===== src/rtl/armleocpu_simple_clint_if.sv =====
// Simple-bus link between armleocpu_axi2simple_converter (master) and the CLINT (slave).
interface armleocpu_simple_clint_if #(
  parameter int ADDR_WIDTH = 34
) ();
  logic [ADDR_WIDTH-1:0] address;
  logic                  write;
  logic [31:0]           write_data;
  logic [3:0]            write_byteenable;
  logic                  read;
  logic [31:0]           read_data;
  logic                  address_error;
  logic                  write_error;

  modport master (
    output address, write, write_data, write_byteenable, read,
    input  read_data, address_error, write_error
  );

  modport slave (
    input  address, write, write_data, write_byteenable, read,
    output read_data, address_error, write_error
  );
endinterface


===== src/rtl/armleocpu_simple_clint.sv =====
// Single-hart CLINT: MSIP, PRESCALER, STATUS, MTIMECMP and MTIME on the simple bus.
// Optional ARMLEOCPU_CLINT_HI_LATCH_EN: an MTIME lo read latches mtime[63:32] for a coherent hi read.
module armleocpu_simple_clint #(
  parameter int          ADDR_WIDTH      = 34,
  parameter logic [31:0] PRESCALER_RESET = 32'h0
) (
  input  logic                    clk,
  input  logic                    rst_n,
  armleocpu_simple_clint_if.slave bus,
  output logic                    timer_irq,
  output logic                    soft_irq,
  input  logic                    mtime_stop
);

  localparam logic [15:0] A_MSIP     = 16'h0000;
  localparam logic [15:0] A_PRESC    = 16'h0010;
  localparam logic [15:0] A_STATUS   = 16'h0014;
  localparam logic [15:0] A_CMP_LO   = 16'h4000;
  localparam logic [15:0] A_CMP_HI   = 16'h4004;
  localparam logic [15:0] A_MTIME_LO = 16'hBFF8;
  localparam logic [15:0] A_MTIME_HI = 16'hBFFC;

  logic        msip_q, msip_d;
  logic [31:0] prescaler_q, prescaler_d;
  logic [31:0] cnt_q, cnt_d;
  logic [63:0] mtime_q, mtime_d;
  logic [63:0] mtimecmp_q, mtimecmp_d;
  logic        timer_irq_q, soft_irq_q;

  logic [15:0] addr;
  logic        sel_msip, sel_presc, sel_status;
  logic        sel_cmp_lo, sel_cmp_hi, sel_mt_lo, sel_mt_hi;
  logic        addr_err, wr_err, wr_en, tick;
  logic [31:0] mtime_hi_rd;
  logic [31:0] rdata;
  logic        unused_bus;

  function automatic logic [31:0] be_merge(input logic [31:0] cur,
                                           input logic [31:0] wdata,
                                           input logic [3:0]  be);
    logic [31:0] res;
    res = cur;
    for (int unsigned i = 0; i < 4; i++) begin
      if (be[i]) res[8*i +: 8] = wdata[8*i +: 8];
    end
    return res;
  endfunction

  assign addr = bus.address[15:0];

  always_comb begin
    sel_msip   = (addr == A_MSIP);
    sel_presc  = (addr == A_PRESC);
    sel_status = (addr == A_STATUS);
    sel_cmp_lo = (addr == A_CMP_LO);
    sel_cmp_hi = (addr == A_CMP_HI);
    sel_mt_lo  = (addr == A_MTIME_LO);
    sel_mt_hi  = (addr == A_MTIME_HI);
  end

  assign addr_err = (addr[1:0] != 2'b00) ||
                    !(sel_msip | sel_presc | sel_status | sel_cmp_lo |
                      sel_cmp_hi | sel_mt_lo | sel_mt_hi);
  assign wr_err   = sel_status && !addr_err;
  assign wr_en    = bus.write && !addr_err && !wr_err;
  assign tick     = !mtime_stop && (cnt_q == prescaler_q);

  // A bus write to either MTIME half replaces the whole incremented value,
  // so the increment is simply overridden rather than masked per half.
  always_comb begin
    msip_d      = msip_q;
    prescaler_d = prescaler_q;
    mtimecmp_d  = mtimecmp_q;
    cnt_d       = cnt_q;
    mtime_d     = mtime_q;
    if (!mtime_stop) cnt_d = tick ? '0 : cnt_q + 32'd1;
    if (tick) mtime_d = mtime_q + 64'd1;
    if (wr_en) begin
      if (sel_msip && bus.write_byteenable[0]) msip_d = bus.write_data[0];
      if (sel_presc) begin
        prescaler_d = be_merge(prescaler_q, bus.write_data, bus.write_byteenable);
        cnt_d       = '0;
      end
      if (sel_cmp_lo)
        mtimecmp_d[31:0] = be_merge(mtimecmp_q[31:0], bus.write_data, bus.write_byteenable);
      if (sel_cmp_hi)
        mtimecmp_d[63:32] = be_merge(mtimecmp_q[63:32], bus.write_data, bus.write_byteenable);
      if (sel_mt_lo)
        mtime_d = {mtime_q[63:32], be_merge(mtime_q[31:0], bus.write_data, bus.write_byteenable)};
      if (sel_mt_hi)
        mtime_d = {be_merge(mtime_q[63:32], bus.write_data, bus.write_byteenable), mtime_q[31:0]};
    end
  end

  always_ff @(posedge clk or negedge rst_n) begin
    if (!rst_n) begin
      msip_q      <= 1'b0;
      prescaler_q <= PRESCALER_RESET;
      cnt_q       <= '0;
      mtime_q     <= '0;
      mtimecmp_q  <= '1;
      timer_irq_q <= 1'b0;
      soft_irq_q  <= 1'b0;
    end else begin
      msip_q      <= msip_d;
      prescaler_q <= prescaler_d;
      cnt_q       <= cnt_d;
      mtime_q     <= mtime_d;
      mtimecmp_q  <= mtimecmp_d;
      timer_irq_q <= (mtime_d >= mtimecmp_d);
      soft_irq_q  <= msip_d;
    end
  end

`ifdef ARMLEOCPU_CLINT_HI_LATCH_EN
  logic [31:0] hi_shadow_q, hi_shadow_d;

  always_comb begin
    hi_shadow_d = hi_shadow_q;
    if (bus.read && sel_mt_lo && !addr_err) hi_shadow_d = mtime_q[63:32];
    if (wr_en && sel_mt_hi) hi_shadow_d = mtime_d[63:32];
  end

  always_ff @(posedge clk or negedge rst_n) begin
    if (!rst_n) hi_shadow_q <= '0;
    else        hi_shadow_q <= hi_shadow_d;
  end

  assign mtime_hi_rd = hi_shadow_q;
  assign unused_bus  = ^bus.address[ADDR_WIDTH-1:16];
`else
  assign mtime_hi_rd = mtime_q[63:32];
  assign unused_bus  = ^{bus.address[ADDR_WIDTH-1:16], bus.read};
`endif

  always_comb begin
    rdata = '0;
    if (!addr_err) begin
      if (sel_msip)   rdata = {31'b0, msip_q};
      if (sel_presc)  rdata = prescaler_q;
      if (sel_status) rdata = {30'b0, soft_irq_q, timer_irq_q};
      if (sel_cmp_lo) rdata = mtimecmp_q[31:0];
      if (sel_cmp_hi) rdata = mtimecmp_q[63:32];
      if (sel_mt_lo)  rdata = mtime_q[31:0];
      if (sel_mt_hi)  rdata = mtime_hi_rd;
    end
  end

  assign bus.read_data     = rdata;
  assign bus.address_error = addr_err;
  assign bus.write_error   = wr_err;
  assign timer_irq         = timer_irq_q;
  assign soft_irq          = soft_irq_q;

endmodule

===== src/flat_wrapper.sv =====
// flat-port wrapper written by rule: the top's interface ports become plain ports
module armleocpu_simple_clint_flat 
#(
  parameter int          ADDR_WIDTH      = 34,
  parameter logic [31:0] PRESCALER_RESET = 32'h0
)
  (clk, rst_n, timer_irq, soft_irq, mtime_stop, bus_address, bus_write, bus_write_data, bus_write_byteenable, bus_read, bus_read_data, bus_address_error, bus_write_error);
  armleocpu_simple_clint_if #(.ADDR_WIDTH(ADDR_WIDTH)) bus_i ();
  input  logic clk;
  input  logic rst_n;
  output logic timer_irq;
  output logic soft_irq;
  input  logic mtime_stop;
  input wire logic [$bits(bus_i.address)-1:0] bus_address;
  input wire logic [$bits(bus_i.write)-1:0] bus_write;
  input wire logic [$bits(bus_i.write_data)-1:0] bus_write_data;
  input wire logic [$bits(bus_i.write_byteenable)-1:0] bus_write_byteenable;
  input wire logic [$bits(bus_i.read)-1:0] bus_read;
  output wire logic [$bits(bus_i.read_data)-1:0] bus_read_data;
  output wire logic [$bits(bus_i.address_error)-1:0] bus_address_error;
  output wire logic [$bits(bus_i.write_error)-1:0] bus_write_error;
  assign bus_i.address = bus_address;
  assign bus_i.write = bus_write;
  assign bus_i.write_data = bus_write_data;
  assign bus_i.write_byteenable = bus_write_byteenable;
  assign bus_i.read = bus_read;
  assign bus_read_data = bus_i.read_data;
  assign bus_address_error = bus_i.address_error;
  assign bus_write_error = bus_i.write_error;
  armleocpu_simple_clint #(.ADDR_WIDTH(ADDR_WIDTH), .PRESCALER_RESET(PRESCALER_RESET)) u_core (.clk(clk), .rst_n(rst_n), .bus(bus_i), .timer_irq(timer_irq), .soft_irq(soft_irq), .mtime_stop(mtime_stop));
endmodule

===== config.mk =====
export PLATFORM = sky130hd
export DESIGN_NAME = armleocpu_simple_clint_flat
export DESIGN_NICKNAME = d
export VERILOG_FILES = /design/src/rtl/armleocpu_simple_clint_if.sv /design/src/rtl/armleocpu_simple_clint.sv /design/src/flat_wrapper.sv
export SDC_FILE = /design/constraint.sdc
export NUM_CORES = 1
export LEC_CHECK = 0
export CORE_ASPECT_RATIO = 0.7
export CORE_MARGIN = 2
export CORE_UTILIZATION = 30
export CTS_CLUSTER_DIAMETER = 60
export DETAILED_ROUTE_END_ITERATION = 10
export PLACE_DENSITY = 0.48
export SETUP_SLACK_MARGIN = 0.5
export SLEW_MARGIN = 20
export SYNTH_ARGS = -nofsm -noshare
export SYNTH_HDL_FRONTEND = slang
export SYNTH_SLANG_ARGS = --single-unit

===== constraint.sdc =====
create_clock -name clk -period 7.8 [get_ports clk]
set_input_delay 1.56 -clock clk [delete_from_list [all_inputs] [get_ports clk]]
set_output_delay 1.56 -clock clk [all_outputs]
set_load 0.05 [all_outputs]

==> metrics, run 1 <==
status=completed; Hold WS=564 ps; Crit Path Max Fanout=11; pwr/cell area=roughly 140 nW/µm²; internal power=approximately 1.5 mW; Die H=between 150 and 200 µm; Post-DRT Antenna Nets=0; Final Hold Viols=0; setup violators final=0; largest net degree at the start of global routing=~100; DPL Wire Length=about 36,000 µm; Max Fclk=149 MHz; WL per Instance=24.2 µm; Simple-Gate Fraction of Synth Area=19.7%; HP Start=u_core.prescaler_q[22]; Syn Inst Count=about 1,400; post-cts resize count=0; design area=roughly 15,000 µm²; Final min period=6730 ps; VDD IR-drop max=approximately 150 µV; XOR/XNOR share of the synthesized area=4.09%; CTS Buf Count=17; GP Congestion=around 0.9; most frequent cells in the layout=nand2_1 (133), nor2_1 (130), dfrtp_1 (130); combinational power share=a little under 7%; hold_buf cts=0; Post-synth EDFFs=0; Die Area=43,100 µm²; fin crit share=a little under nine tenths; die width=247 µm; Slew HR=between 20% and 30%; postcts setup bufs=0; Synth area leaders=dfrtp_1 (26%), dfstp_2 (14%), ha_1 (6.7%); worst reg-to-reg path cell count=16; Yosys cell types=61; drt drc=0; H-Tree Depth=4; clock share of power=between 40% and 50%; reg2reg end=u_core.timer_irq; final setup TNS=0 ps; hold path endpoint=u_core.prescaler_q[22]; FFs w/ async S/R, synth=between 90% and 100%; GR Util All Layers=22.9%; first-pass GRT wire length=roughly 73,000 µm; initial antenna violation count=0; drt pass-1 iters=5; Antenna diodes=0; share of cells above drive strength 1=13.9%; reg2reg setup slack=between 2000 and 2500 ps; Sw Share=27.1%; final net count=about 1,600; Worst Path Arrival=5170 ps; Worst-Margin Slew=1060 ps; sw power=~570 µW; adder-cell share of the synthesized area=6.65%; Mean Syn Cell Area=9.04 µm²; critical setup path kind=in2out; Fin Clk Skew=11.0 ps; Ys Warns=0; CTS tree=yes; Max Root-Sink Buffers=2; Mapped Area=12,400 µm²; input/output buffers=91; Iteration-0 DRC Markers=1,071; post-synthesis compound-gate area fraction=16.0%; Area Growth Syn to Fin=16.9%; CP endpoint kind=output port; Leak Pwr=between 6 and 7 nW; FF-to-FF Start=u_core.prescaler_q[29]; top cell type's share of synthesized area=26.2%; fillcell total=4,206; GRT Residual Overflow=0; Final Max Slew Viols=0; CP Launch Point=bus_address[9]; largest family of logic cells by synthesized area=simple AND/OR/NAND/NOR gates; synthesis-stage register bit count=194; Critical Path Source Type=primary input; Starting Density=30.4%; # IOs=111; Max Cap Violations=0; vias per cell=5.60; root buffer cell=clkbuf_16; most common cell after layout, fill and taps aside=nand2_1; area leader, netlist=dfrtp_1; register area share after synthesis=39.7%; Rows=62; Clk Latency, worst-skew pair=460 ps; Sink Count=194; Reg power frac=49.7%; DRT Wirelength=48,400 µm; Min-Delay Path Depth=1; vias in the first global route=11,000; Area after DPL=13,900 µm²; RSZ-0062 raised after global routing=false; clock-pin transition on the worst setup and hold timing paths=70 ps; Synth Flop Type=dfrtp_1; core area=40,900 µm²; worst min path class=reg2reg; mux contribution to synthesized area=9.28%; Net Count, Synth=1,515; vias post-DR=11,200; Req. time, crit path=6240 ps
-- cell type report --
cell class | instances | area (µm²) | area share (%)
Timing Repair Buffer | 114 | 1080 | 7.44
Inverter | 86 | 323 | 2.22
Tap cell | 544 | 681 | 4.69
Multi-Input combinational cell | 1034 | 6920 | 47.7
Clock inverter | 15 | 149 | 1.03
Clock buffer | 17 | 425 | 2.93
Sequential cell | 194 | 4930 | 34.0
-- cell families (layout without fill, tap and decap cells) --
family | count (synthesis) | count (layout)
compound gates | 300 | 300
xor+xnor | 58 | 58
fa+ha+maj | 66 | 66
buf+inv | 146 | 232
flops | 194 | 194
mux | 108 | 108
simple gates | 502 | 502
-- synth_stat cells, types with 4 or more instances --
library cell and number:
a211oi_1 30, a21boi_0 4, a21o_1 6, a21oi_1 48, a221o_1 7, a221oi_1 15
a22oi_1 16, a311oi_1 12, a31oi_1 17, and2_1 10, and3_1 41, and4_1 9
buf_2 13, clkbuf_1 44, dfrtp_1 130, dfstp_2 64, ha_1 66, inv_1 86
mux2_2 57, mux2i_1 51, nand2_1 133, nand3_1 60, nand4_1 28, nor2_1 131
nor2b_1 6, nor3_1 36, nor3b_1 5, nor4_1 18, o211ai_1 14, o21a_1 6
o21ai_0 88, o221a_2 6, o22ai_1 6, o311ai_0 5, or3_1 10, xnor2_1 18
xor2_1 40
-- flip-flops by register name (all words and copies together) (netlist names) --
name                count
u_core.mtime_q         64
u_core.mtimecmp_q      64
u_core.cnt_q           32
u_core.prescaler_q     32
u_core.msip_q           1
u_core.timer_irq        1
-- routing by layer --
| layer | track usage [%] | share of wire, % | vias up |
|---|---|---|---|
| met5 | 0 | 0 | - |
| met1 | 33.6 | 48 | 5592 |
| met4 | 6.12 | 2.0 | 0 |
| met2 | 32.0 | 41 | 436 |
| met3 | 7.41 | 9.1 | 51 |
| li1 | - | - | 5152 |
-- how the worst max path moves through the flow --
| stage | endpoint |
|---|---|
| 3_5_place_dp | u_core.timer_irq |
| 5_1_grt | bus_read_data[26] |
| 3_3_place_gp | u_core.timer_irq |
| 4_1_cts | bus_read_data[16] |
| 6_report | bus_read_data[16] |
| 2_1_floorplan | bus_read_data[6] |
-- critical path, stage by stage --
cell and delay, ps:
clkdlybuf4s50_1 420, nor4_1 260, and3_1 370, and3b_1 290, and3_1 650, buf_4 350
a22oi_1 120, a31oi_1 280, clkdlybuf4s50_1 860
-- per-stage QoR --
stage               util [%]  cells  total power [mW]  setup WS, ps
floorplan                  -   1374              1.11          1910
global placement        34.1   1972              1.20           893
detailed placement      34.1   1972              1.20           856
CTS                     35.5   2004              2.11          1100
global route            35.5   2004              2.16           925
finish                  35.5   2004              2.09          1070
-- power groups by stage --
stage | sequential [mW] | combinational, mW | clock, mW
3_3_place_gp | 1.06 | 0.142 | 0
4_1_cts | 1.04 | 0.144 | 0.925
5_1_grt | 1.04 | 0.154 | 0.968
2_1_floorplan | 1.05 | 0.0536 | 0
6_report | 1.04 | 0.142 | 0.909
3_5_place_dp | 1.06 | 0.144 | 0
No activity file was read; power rests on OpenSTA's default activity.
==> inputs of run 2 (changes only) <==
--- a/config.mk
+++ b/config.mk
@@ -10,6 +10,7 @@
 export CORE_UTILIZATION = 30
 export CTS_CLUSTER_DIAMETER = 60
 export DETAILED_ROUTE_END_ITERATION = 10
+export MAX_ROUTING_LAYER = met4
 export PLACE_DENSITY = 0.48
 export SETUP_SLACK_MARGIN = 0.5
 export SLEW_MARGIN = 20
==> run 2 against run 1 <==
Net effect:
- total power down 1.5%
- global-route usage up 1.0 points
- clock power down 3.4%
- clock skew up 0.71 ps
- die area unchanged
- largest cell class unchanged
==> metrics, run 2 (same netlist as run 1, synthesis figures left out) <==
drt drc=0; GRT Residual Overflow=0; Largest regs=u_core.mtime_q x64, u_core.mtimecmp_q x64; Max Cap Violations=0; fillcell total=4,179; FF-to-FF Start=u_core.prescaler_q[29]; clock-pin transition on the worst setup and hold timing paths=70 ps; root buffer cell=clkbuf_16; Critical Path Source Type=primary input; WL per Instance=24.4 µm; worst reg-to-reg path cell count=16; final net count=1,587; Max Fclk=approximately 140 MHz; core area=40,900 µm²; CTS Buf Count=17; critical setup path kind=in2out; Leak Pwr=6.21 nW; most common cell after layout, fill and taps aside=nand2_1; Final Max Slew Viols=0; Area after DPL=13,900 µm²; H-Tree Depth=4; die width=approximately 250 µm; most frequent cells in the layout=nand2_1 (132), nor2_1 (130), dfrtp_1 (130); initial antenna violation count=1; first-pass GRT wire length=73,500 µm; Iteration-0 DRC Markers=987; Worst-Margin Slew=921 ps; DRT Wirelength=48,900 µm; vias in the first global route=10,900; Die H=around 170 µm; CP endpoint kind=output port; Fin Clk Skew=11.7 ps; Final min period=7040 ps; Req. time, crit path=approximately 6200 ps; design area=14,500 µm²; vias post-DR=11,100; CP Capture Point=bus_read_data[5]; setup violators final=0; GR Util All Layers=23.9%; Slew HR=38.4%; status=completed; RSZ-0062 raised after global routing=false; Rows=62; vias per cell=5.56; CTS tree=yes; final setup TNS=0 ps; Worst Setup Slack post-DPL=556 ps; Hold WS=556 ps; Worst Path Arrival=5480 ps; # IOs=111; Antenna diodes=0; worst min path class=reg2reg; Final Hold Viols=0; Crit Path Max Fanout=13; share of cells above drive strength 1=13.8%; reg2reg end=u_core.timer_irq; Post-DRT Antenna Nets=0; VDD IR-drop max=around 160 µV; final worst setup slack=760 ps; DPL Wire Length=36,900 µm; CP Launch Point=bus_address[14]; Sink Count=194; Area Growth Syn to Fin=16.5%; drt pass-1 iters=5; Max Root-Sink Buffers=2; reg2reg setup slack=2300 ps; Die Area=43,100 µm²; Starting Density=30.4%; fin crit share=90.3%; Clk Latency, worst-skew pair=470 ps; GP Congestion=0.923; largest net degree at the start of global routing=86; pwr/cell area=142 nW/µm²; input/output buffers=91
-- run 2: power by group --
group	switching [mW]	total (mW)	leakage, nW	internal (mW)
registers	0.0194	1.04	2.41	1.02
clock network	0.439	0.878	0.263	0.439
logic	0.0890	0.142	3.53	0.0531
-- run 2: what timing repair did --
item                       CTS  global route
hold buffers                 0             0
buffers inserted             0             0
gates resized for setup      0             1
setup endpoints to repair    0             1
-- run 2: per-stage QoR --
stage | std cells | total power, mW | util (%)
floorplan | 1374 | 1.11 | -
global placement | 1971 | 1.20 | 34.0
detailed placement | 1971 | 1.20 | 34.0
CTS | 2003 | 2.08 | 35.4
global route | 2003 | 2.13 | 35.4
finish | 2003 | 2.06 | 35.4
-- run 2: worst min path at each step --
stage                                 startpoint                endpoint  slack, ps  cells after the start
after floorplan               u_core.mtime_q[60]      u_core.mtime_q[60]        480                      1
after global placement    u_core.prescaler_q[22]  u_core.prescaler_q[22]        540                      1
after detailed placement      u_core.mtime_q[60]      u_core.mtime_q[60]        540                      1
after CTS                     u_core.mtime_q[60]      u_core.mtime_q[60]        550                      1
after global routing          u_core.mtime_q[60]      u_core.mtime_q[60]        580                      1
final                         u_core.mtime_q[60]      u_core.mtime_q[60]        560                      1
-- run 2: final cells by class --
cell class                      count  area (µm²)  share of cell area, %
Sequential cell                   194        4930                   34.1
Inverter                           86         323                   2.23
Clock inverter                     13         113                  0.778
Tap cell                          544         681                   4.70
Clock buffer                       19         433                   2.99
Multi-Input combinational cell   1034        6920                   47.9
Timing Repair Buffer              113        1060                   7.33
-- run 2: per-layer routing --
layer  GRT usage (%)  vias up  part of all wire [%]
met5               -        -                     0
met4            5.17        0                   1.0
met3            4.00       34                   6.6
met2            32.9      359                    42
met1            36.2     5574                    51
li1                -     5166                     -
-- run 2: worst max-delay path, stage by stage --
cell	delay, ps
clkdlybuf4s50_1	680
nor4b_4	520
and4_1	640
nand2_1	610
o21ai_0	610
a31oi_1	120
clkdlybuf4s50_1	730
